File: src/rtl/display_pkg.sv
// Shared front-panel display definitions: blanking pattern, active-low
// seven-segment glyphs (bit order gfedcba) and a one-hot test helper.
package display_pkg;

    localparam logic [6:0] SEG_OFF     = 7'h7F;
    localparam logic [6:0] GLYPH_0     = 7'h40;
    localparam logic [6:0] GLYPH_1     = 7'h79;
    localparam logic [6:0] GLYPH_2     = 7'h24;
    localparam logic [6:0] GLYPH_3     = 7'h30;
    localparam logic [6:0] GLYPH_4     = 7'h19;
    localparam logic [6:0] GLYPH_5     = 7'h12;
    localparam logic [6:0] GLYPH_6     = 7'h02;
    localparam logic [6:0] GLYPH_7     = 7'h78;
    localparam logic [6:0] GLYPH_8     = 7'h00;
    localparam logic [6:0] GLYPH_9     = 7'h10;
    localparam logic [6:0] GLYPH_DASH  = 7'h3F;

    typedef enum logic {
        ST_BLANK = 1'b0,
        ST_DRIVE = 1'b1
    } scan_state_e;

    // True when exactly one bit of the (zero-extended) vector is set.
    function automatic logic is_onehot(input logic [63:0] vec);
        return (vec != 64'd0) && ((vec & (vec - 64'd1)) == 64'd0);
    endfunction

endpackage

File: src/rtl/onehot_to_idx.sv
// One-hot to binary index encoder with a validity flag. The index is only
// meaningful when valid is high; otherwise it is the OR of all set positions.
module onehot_to_idx
    import display_pkg::*;
#(
    parameter int W = 4
) (
    input  logic [W-1:0]         vec,
    output logic [$clog2(W)-1:0] idx,
    output logic                 valid
);

    // OR-encode set bit positions and flag the exactly-one-set case.
    always_comb begin
        idx = '0;
        for (int i = 0; i < W; i++) begin
            if (vec[i]) begin
                idx = idx | ($clog2(W))'(i);
            end
        end
        valid = is_onehot(64'(vec));
    end

endmodule

File: src/rtl/seg_scan_arbiter.sv
// Shared seven-segment scanner for the front panel: refresh timing,
// anti-ghost blanking at the start of each digit slot, and source switching
// that only happens on the frame boundary.
//
//   state    | meaning
//   ---------+------------------------------------------------------------
//   ST_BLANK | first BLANK_CYC cycles of a slot, all anodes off
//   ST_DRIVE | rest of the slot, one digit lit from the current source
//
// The state tracks the counters; AN/led are registered from the current
// counter/state values, so the pins lag the counters by one cycle.
module seg_scan_arbiter
    import display_pkg::*;
#(
    parameter int NUM_SRC     = 4,
    parameter int NUM_DIGITS  = 8,
    parameter int SEG_W       = 7,
    parameter int REFRESH_DIV = 100000,
    parameter int BLANK_CYC   = 2000
) (
    input  logic                               clk,
    input  logic                               rst_n,
    input  logic [NUM_SRC-1:0]                 sel,
    input  logic [NUM_SRC*NUM_DIGITS*SEG_W-1:0] src_seg,
    input  logic                               blank,
    output logic [NUM_DIGITS-1:0]              AN,
    output logic [SEG_W-1:0]                   led,
    output logic [$clog2(NUM_SRC)-1:0]         cur_src,
    output logic                               sel_err,
    output logic                               frame_start
);

    localparam int SRC_W = $clog2(NUM_SRC);
    localparam int DIG_W = $clog2(NUM_DIGITS);
    localparam int CNT_W = $clog2(REFRESH_DIV);

    localparam logic [CNT_W-1:0] SLOT_LAST  = CNT_W'(REFRESH_DIV - 1);
    localparam logic [CNT_W-1:0] BLANK_END  = CNT_W'(BLANK_CYC);
    localparam logic [DIG_W-1:0] DIGIT_LAST = DIG_W'(NUM_DIGITS - 1);

    logic [CNT_W-1:0]      slot_cnt_q,    slot_cnt_d;
    logic [DIG_W-1:0]      digit_idx_q,   digit_idx_d;
    scan_state_e           state_q,       state_d;
    logic [SRC_W-1:0]      pending_src_q, pending_src_d;
    logic [SRC_W-1:0]      cur_src_q,     cur_src_d;
    logic                  sel_err_q,     sel_err_d;
    logic                  frame_start_q, frame_start_d;
    logic [NUM_DIGITS-1:0] an_q,          an_d;
    logic [SEG_W-1:0]      led_q,         led_d;

    logic [SRC_W-1:0]      sel_idx;
    logic                  sel_valid;
    logic                  last_slot;
    logic                  last_digit;
    logic                  boundary;
    logic [SEG_W-1:0]      seg_pick;

    onehot_to_idx #(
        .W (NUM_SRC)
    ) u_sel_enc (
        .vec   (sel),
        .idx   (sel_idx),
        .valid (sel_valid)
    );

    // Next-state logic for counters, scan FSM, source arbitration and pins.
    always_comb begin
        last_slot  = (slot_cnt_q == SLOT_LAST);
        last_digit = (digit_idx_q == DIGIT_LAST);
        boundary   = last_slot && last_digit;

        slot_cnt_d  = last_slot ? '0 : slot_cnt_q + CNT_W'(1);
        digit_idx_d = digit_idx_q;
        if (last_slot) begin
            digit_idx_d = last_digit ? '0 : digit_idx_q + DIG_W'(1);
        end

        state_d = state_q;
        case (state_q)
            ST_BLANK: if (slot_cnt_d == BLANK_END) state_d = ST_DRIVE;
            ST_DRIVE: if (last_slot)               state_d = ST_BLANK;
            default:                               state_d = ST_BLANK;
        endcase

        // An invalid request keeps the last good one pending.
        pending_src_d = sel_valid ? sel_idx : pending_src_q;
        sel_err_d     = !sel_valid;

        // The request sampled on the boundary cycle itself still counts.
        cur_src_d     = boundary ? pending_src_d : cur_src_q;
        frame_start_d = boundary;

        seg_pick = src_seg[(int'(cur_src_q) * NUM_DIGITS + int'(digit_idx_q)) * SEG_W +: SEG_W];

        an_d  = '1;
        led_d = '1;
        if ((state_q == ST_DRIVE) && !blank) begin
            an_d  = ~(NUM_DIGITS'(1) << digit_idx_q);
            led_d = seg_pick;
        end
    end

    // State and output registers; reset darkens the panel immediately.
    always_ff @(posedge clk or negedge rst_n) begin
        if (!rst_n) begin
            slot_cnt_q    <= '0;
            digit_idx_q   <= '0;
            state_q       <= ST_BLANK;
            pending_src_q <= '0;
            cur_src_q     <= '0;
            sel_err_q     <= 1'b0;
            frame_start_q <= 1'b0;
            an_q          <= '1;
            led_q         <= '1;
        end else begin
            slot_cnt_q    <= slot_cnt_d;
            digit_idx_q   <= digit_idx_d;
            state_q       <= state_d;
            pending_src_q <= pending_src_d;
            cur_src_q     <= cur_src_d;
            sel_err_q     <= sel_err_d;
            frame_start_q <= frame_start_d;
            an_q          <= an_d;
            led_q         <= led_d;
        end
    end

    assign AN          = an_q;
    assign led         = led_q;
    assign cur_src     = cur_src_q;
    assign sel_err     = sel_err_q;
    assign frame_start = frame_start_q;

endmodule

File: config.mk
export PLATFORM = sky130hd
export DESIGN_NAME = seg_scan_arbiter
export DESIGN_NICKNAME = d
export VERILOG_FILES = /design/src/rtl/display_pkg.sv /design/src/rtl/onehot_to_idx.sv /design/src/rtl/seg_scan_arbiter.sv
export SDC_FILE = /design/constraint.sdc
export NUM_CORES = 1
export LEC_CHECK = 0
export ABC_AREA = 1
export CAP_MARGIN = 20
export CORE_MARGIN = 2
export CORE_UTILIZATION = 35
export CTS_CLUSTER_SIZE = 24
export DETAILED_ROUTE_END_ITERATION = 6
export HOLD_SLACK_MARGIN = 0.02
export PLACE_DENSITY = 0.88
export SYNTH_ARGS = -nofsm -noshare
export SYNTH_HDL_FRONTEND = slang
export SYNTH_SLANG_ARGS = --single-unit
File: constraint.sdc
create_clock -name clk -period 2.1 [get_ports clk]
set_clock_uncertainty 0.05 [all_clocks]
set_input_delay 0.42 -clock clk [delete_from_list [all_inputs] [get_ports clk]]
set_output_delay 0.42 -clock clk [all_outputs]
set_load 0.05 [all_outputs]
==> impl_metrics.json, run 1 <==
{
  "status": "complete, no violations",
  "synth_xor_area_share_pct": 1.06,
  "via_count": 5492,
  "r2r_start": "slot_cnt_q[0]",
  "cts_tree": "built",
  "synth_compound_area_share_pct": 25.3,
  "grt.overflow.total": 0,
  "final_common_cell": "clkdlybuf4s50_1",
  "slew_headroom_pct": 65.1,
  "start_util_pct": 36.0,
  "area_growth_pct": 65.2,
  "grt_pass1_wl_um": 27200,
  "yosysUniqueCellTypes": 30,
  "final_area_um2": 6830,
  "drive_gt1_share_pct": 7.49,
  "hold_viol": 0,
  "rr_endpoint": "state_q",
  "clock_latency_ns": 0.28,
  "max-clock-path-buffers": 2,
  "grt_max_degree": 91,
  "diodes": 0,
  "fin_nets": 1131,
  "post_cts_resized": 0,
  "synth-simple-area-share_pct": 35.2,
  "worst_pin_slew_ns": 0.523,
  "antenna_found_initial": 0,
  "drc_errors": 0,
  "syn_nets": 907,
  "wl_met3_um": 1260,
  "yosysWarnings": 0,
  "highest_layer": "met4",
  "synthCells": 669,
  "row_count": 39,
  "seq_area_um2": 1070,
  "io_pins": 250,
  "path_cells": "clkdlybuf4s50_1",
  "setup_viol": 0,
  "layout_common_cells": "clkdlybuf4s50_1, nor2_1, o21ai_0",
  "multi_input_area_um2": 2630,
  "yosysSeqAreaShare_pct": 25.9,
  "crit_path_top_delay_cell": "clkdlybuf4s50_1",
  "finalCriticalPeriod_ns": 1.91,
  "critical-path-top-delay-family": "buffers and inverters",
  "viasPerCell": 5.30,
  "timing.critical_path.from": "frame_start",
  "worstPathMaxFanout": 1,
  "grt_pass1_vias": 5211,
  "power_density_nw_per_um2": 337,
  "cpPeakStageDelay_ns": 0.80,
  "cp_data_arrival_time_ns": 1.44,
  "grtUsageTotal_pct": 27.0,
  "hpwl_um": 13900,
  "wirelength_um": 17500,
  "die-area_um2": 12700,
  "clk_pin_slew_ns": 0.06,
  "hold_class": "in2async",
  "reg2reg_slack_ns": 0.20,
  "wl_met2_um": 7880,
  "wl_met1_um": 7680,
  "synthAdderAreaFrac_pct": 2.12,
  "syn-cell-area_um2": 4130,
  "ys_ff_latch": 42,
  "die_w_um": 113,
  "max-vdd-ir-drop_mv": 0.297,
  "max_freq_mhz": 524,
  "finalSetupTns_ns": 0,
  "postCtsSetupRepairBufs": 0,
  "worstPathRequired_ns": 1.63,
  "cp-start-kind": "flip-flop",
  "reg2reg_depth": 10,
  "initialDrtViolationCount": 463,
  "crit_buf_inv": 1,
  "placed_area_um2": 6650,
  "min_period_over_period_pct": 90.9,
  "cts_sinks": 42,
  "grt_setup_unrepaired": "no",
  "avgRoutedWirePerCell_um": 16.9,
  "cts_root_buffer": "clkbuf_16",
  "cp-end-kind": "output pin",
  "path_class": "reg2out",
  "synthMuxAreaShare_pct": 0,
  "place_congestion": 0.974,
  "drtAntennaViolNets": 0,
  "synth_top_family_by_area": "simple AND/OR/NAND/NOR gates",
  "power_leakage_nw": 2.87,
  "cts_max_level": 2,
  "maxCapViolations": 0,
  "nFillCells": 1080,
  "drv_slew": 0,
  "core_um2": 11500,
  "port_buffers": 249,
  "die_h_um": 113,
  "hold_buffers": 0,
  "firstDrtPassIters": 5,
  "avgSynthCellArea_um2": 6.18,
  "cts_inserted_buffers": 5
}
## registers in the layout, summed over array words and instances, names as in the netlist
name,cells
led,7
frame_start,1
slot_cnt_q,17
state_q,1
cur_src,2
digit_idx_q,3
AN,8
sel_err,1
pending_src_q,2
## area by class of cell
class | instances | share of cell area [%]
timing repair buffer | 265 | 38.3
inverter | 42 | 2.31
tap | 143 | 2.62
sequential | 42 | 15.7
clock buffer | 7 | 2.09
clock inverter | 1 | 0.440
multi-input combinational | 537 | 38.5
## metal layers
layer	vias to the layer above	GRT usage [%]
met1	2473	36.5
met2	273	43.2
li1	2702	-
met3	44	4.86
met4	0	10.3
met5	-	0
## where the power goes
| group | switching (mW) | leakage (nW) | total (mW) | internal (mW) |
|---|---|---|---|---|
| Sequential | 0.00286 | 0.499 | 0.822 | 0.819 |
| Combinational | 0.155 | 2.28 | 0.577 | 0.422 |
| Clock | 0.307 | 0.0841 | 0.901 | 0.594 |
## stage by stage
stage	power, mW	setup WS [ns]	hold WS [ns]	utilization [%]	std cells
global route	2.38	0.0482	0.0933	59.5	1037
detailed placement	1.41	0.0544	0.372	58.0	1029
global placement	1.41	0.103	0.375	58.0	1029
CTS	2.31	0.176	0.0640	59.5	1037
finish	2.30	0.192	0.0423	59.5	1037
floorplan	0.936	0.585	0.0744	-	669
## cells by family after synthesis
group / count (synthesis)
and+or+nand+nor: 348
AOI/OAI and AO/OA: 177
buffers and inverters: 90
DFF: 42
adders and majority gates: 7
xor gates and xnor gates: 5
## cell usage after synthesis, drive strengths merged
| cell type | n | area (um2) |
|---|---|---|
| nand3b | 1 | 7.51 |
| clkinv | 1 | 3.75 |
| or3b | 1 | 8.76 |
| nand2 | 88 | 333 |
| nand4 | 6 | 37.5 |
| nand3 | 62 | 323 |
| ha | 7 | 87.6 |
| nor3 | 3 | 26.3 |
| inv | 41 | 154 |
| o211ai | 42 | 315 |
| o21ai | 121 | 606 |
| o221ai | 14 | 123 |
| xnor2 | 1 | 8.76 |
| nor2 | 186 | 713 |
| or2 | 1 | 6.26 |
| clkbuf | 25 | 93.8 |
| xor2 | 4 | 35.0 |
| dfrtp | 27 | 676 |
| dfstp | 15 | 394 |
| buf | 23 | 180 |
## how the worst max path moves through the flow
stage	end	slack, ns	depth (start not counted)
6_report	frame_start	0.19	1
3_5_place_dp	cur_src[0]	0.05	9
3_3_place_gp	cur_src[0]	0.10	9
2_1_floorplan	digit_idx_q[0]	0.59	9
4_1_cts	frame_start	0.18	1
5_1_grt	state_q	0.05	10
(Power assumes the default switching activity.)
==> inputs of run 2 (changes only) <==
--- a/config.mk
+++ b/config.mk
@@ -13,6 +13,7 @@
 export DETAILED_ROUTE_END_ITERATION = 6
 export HOLD_SLACK_MARGIN = 0.02
 export PLACE_DENSITY = 0.88
+export SLEW_MARGIN = 40
 export SYNTH_ARGS = -nofsm -noshare
 export SYNTH_HDL_FRONTEND = slang
 export SYNTH_SLANG_ARGS = --single-unit
==> results of run 2 <==
No change in the layout: final DEF, timing and power equal those of run 1.
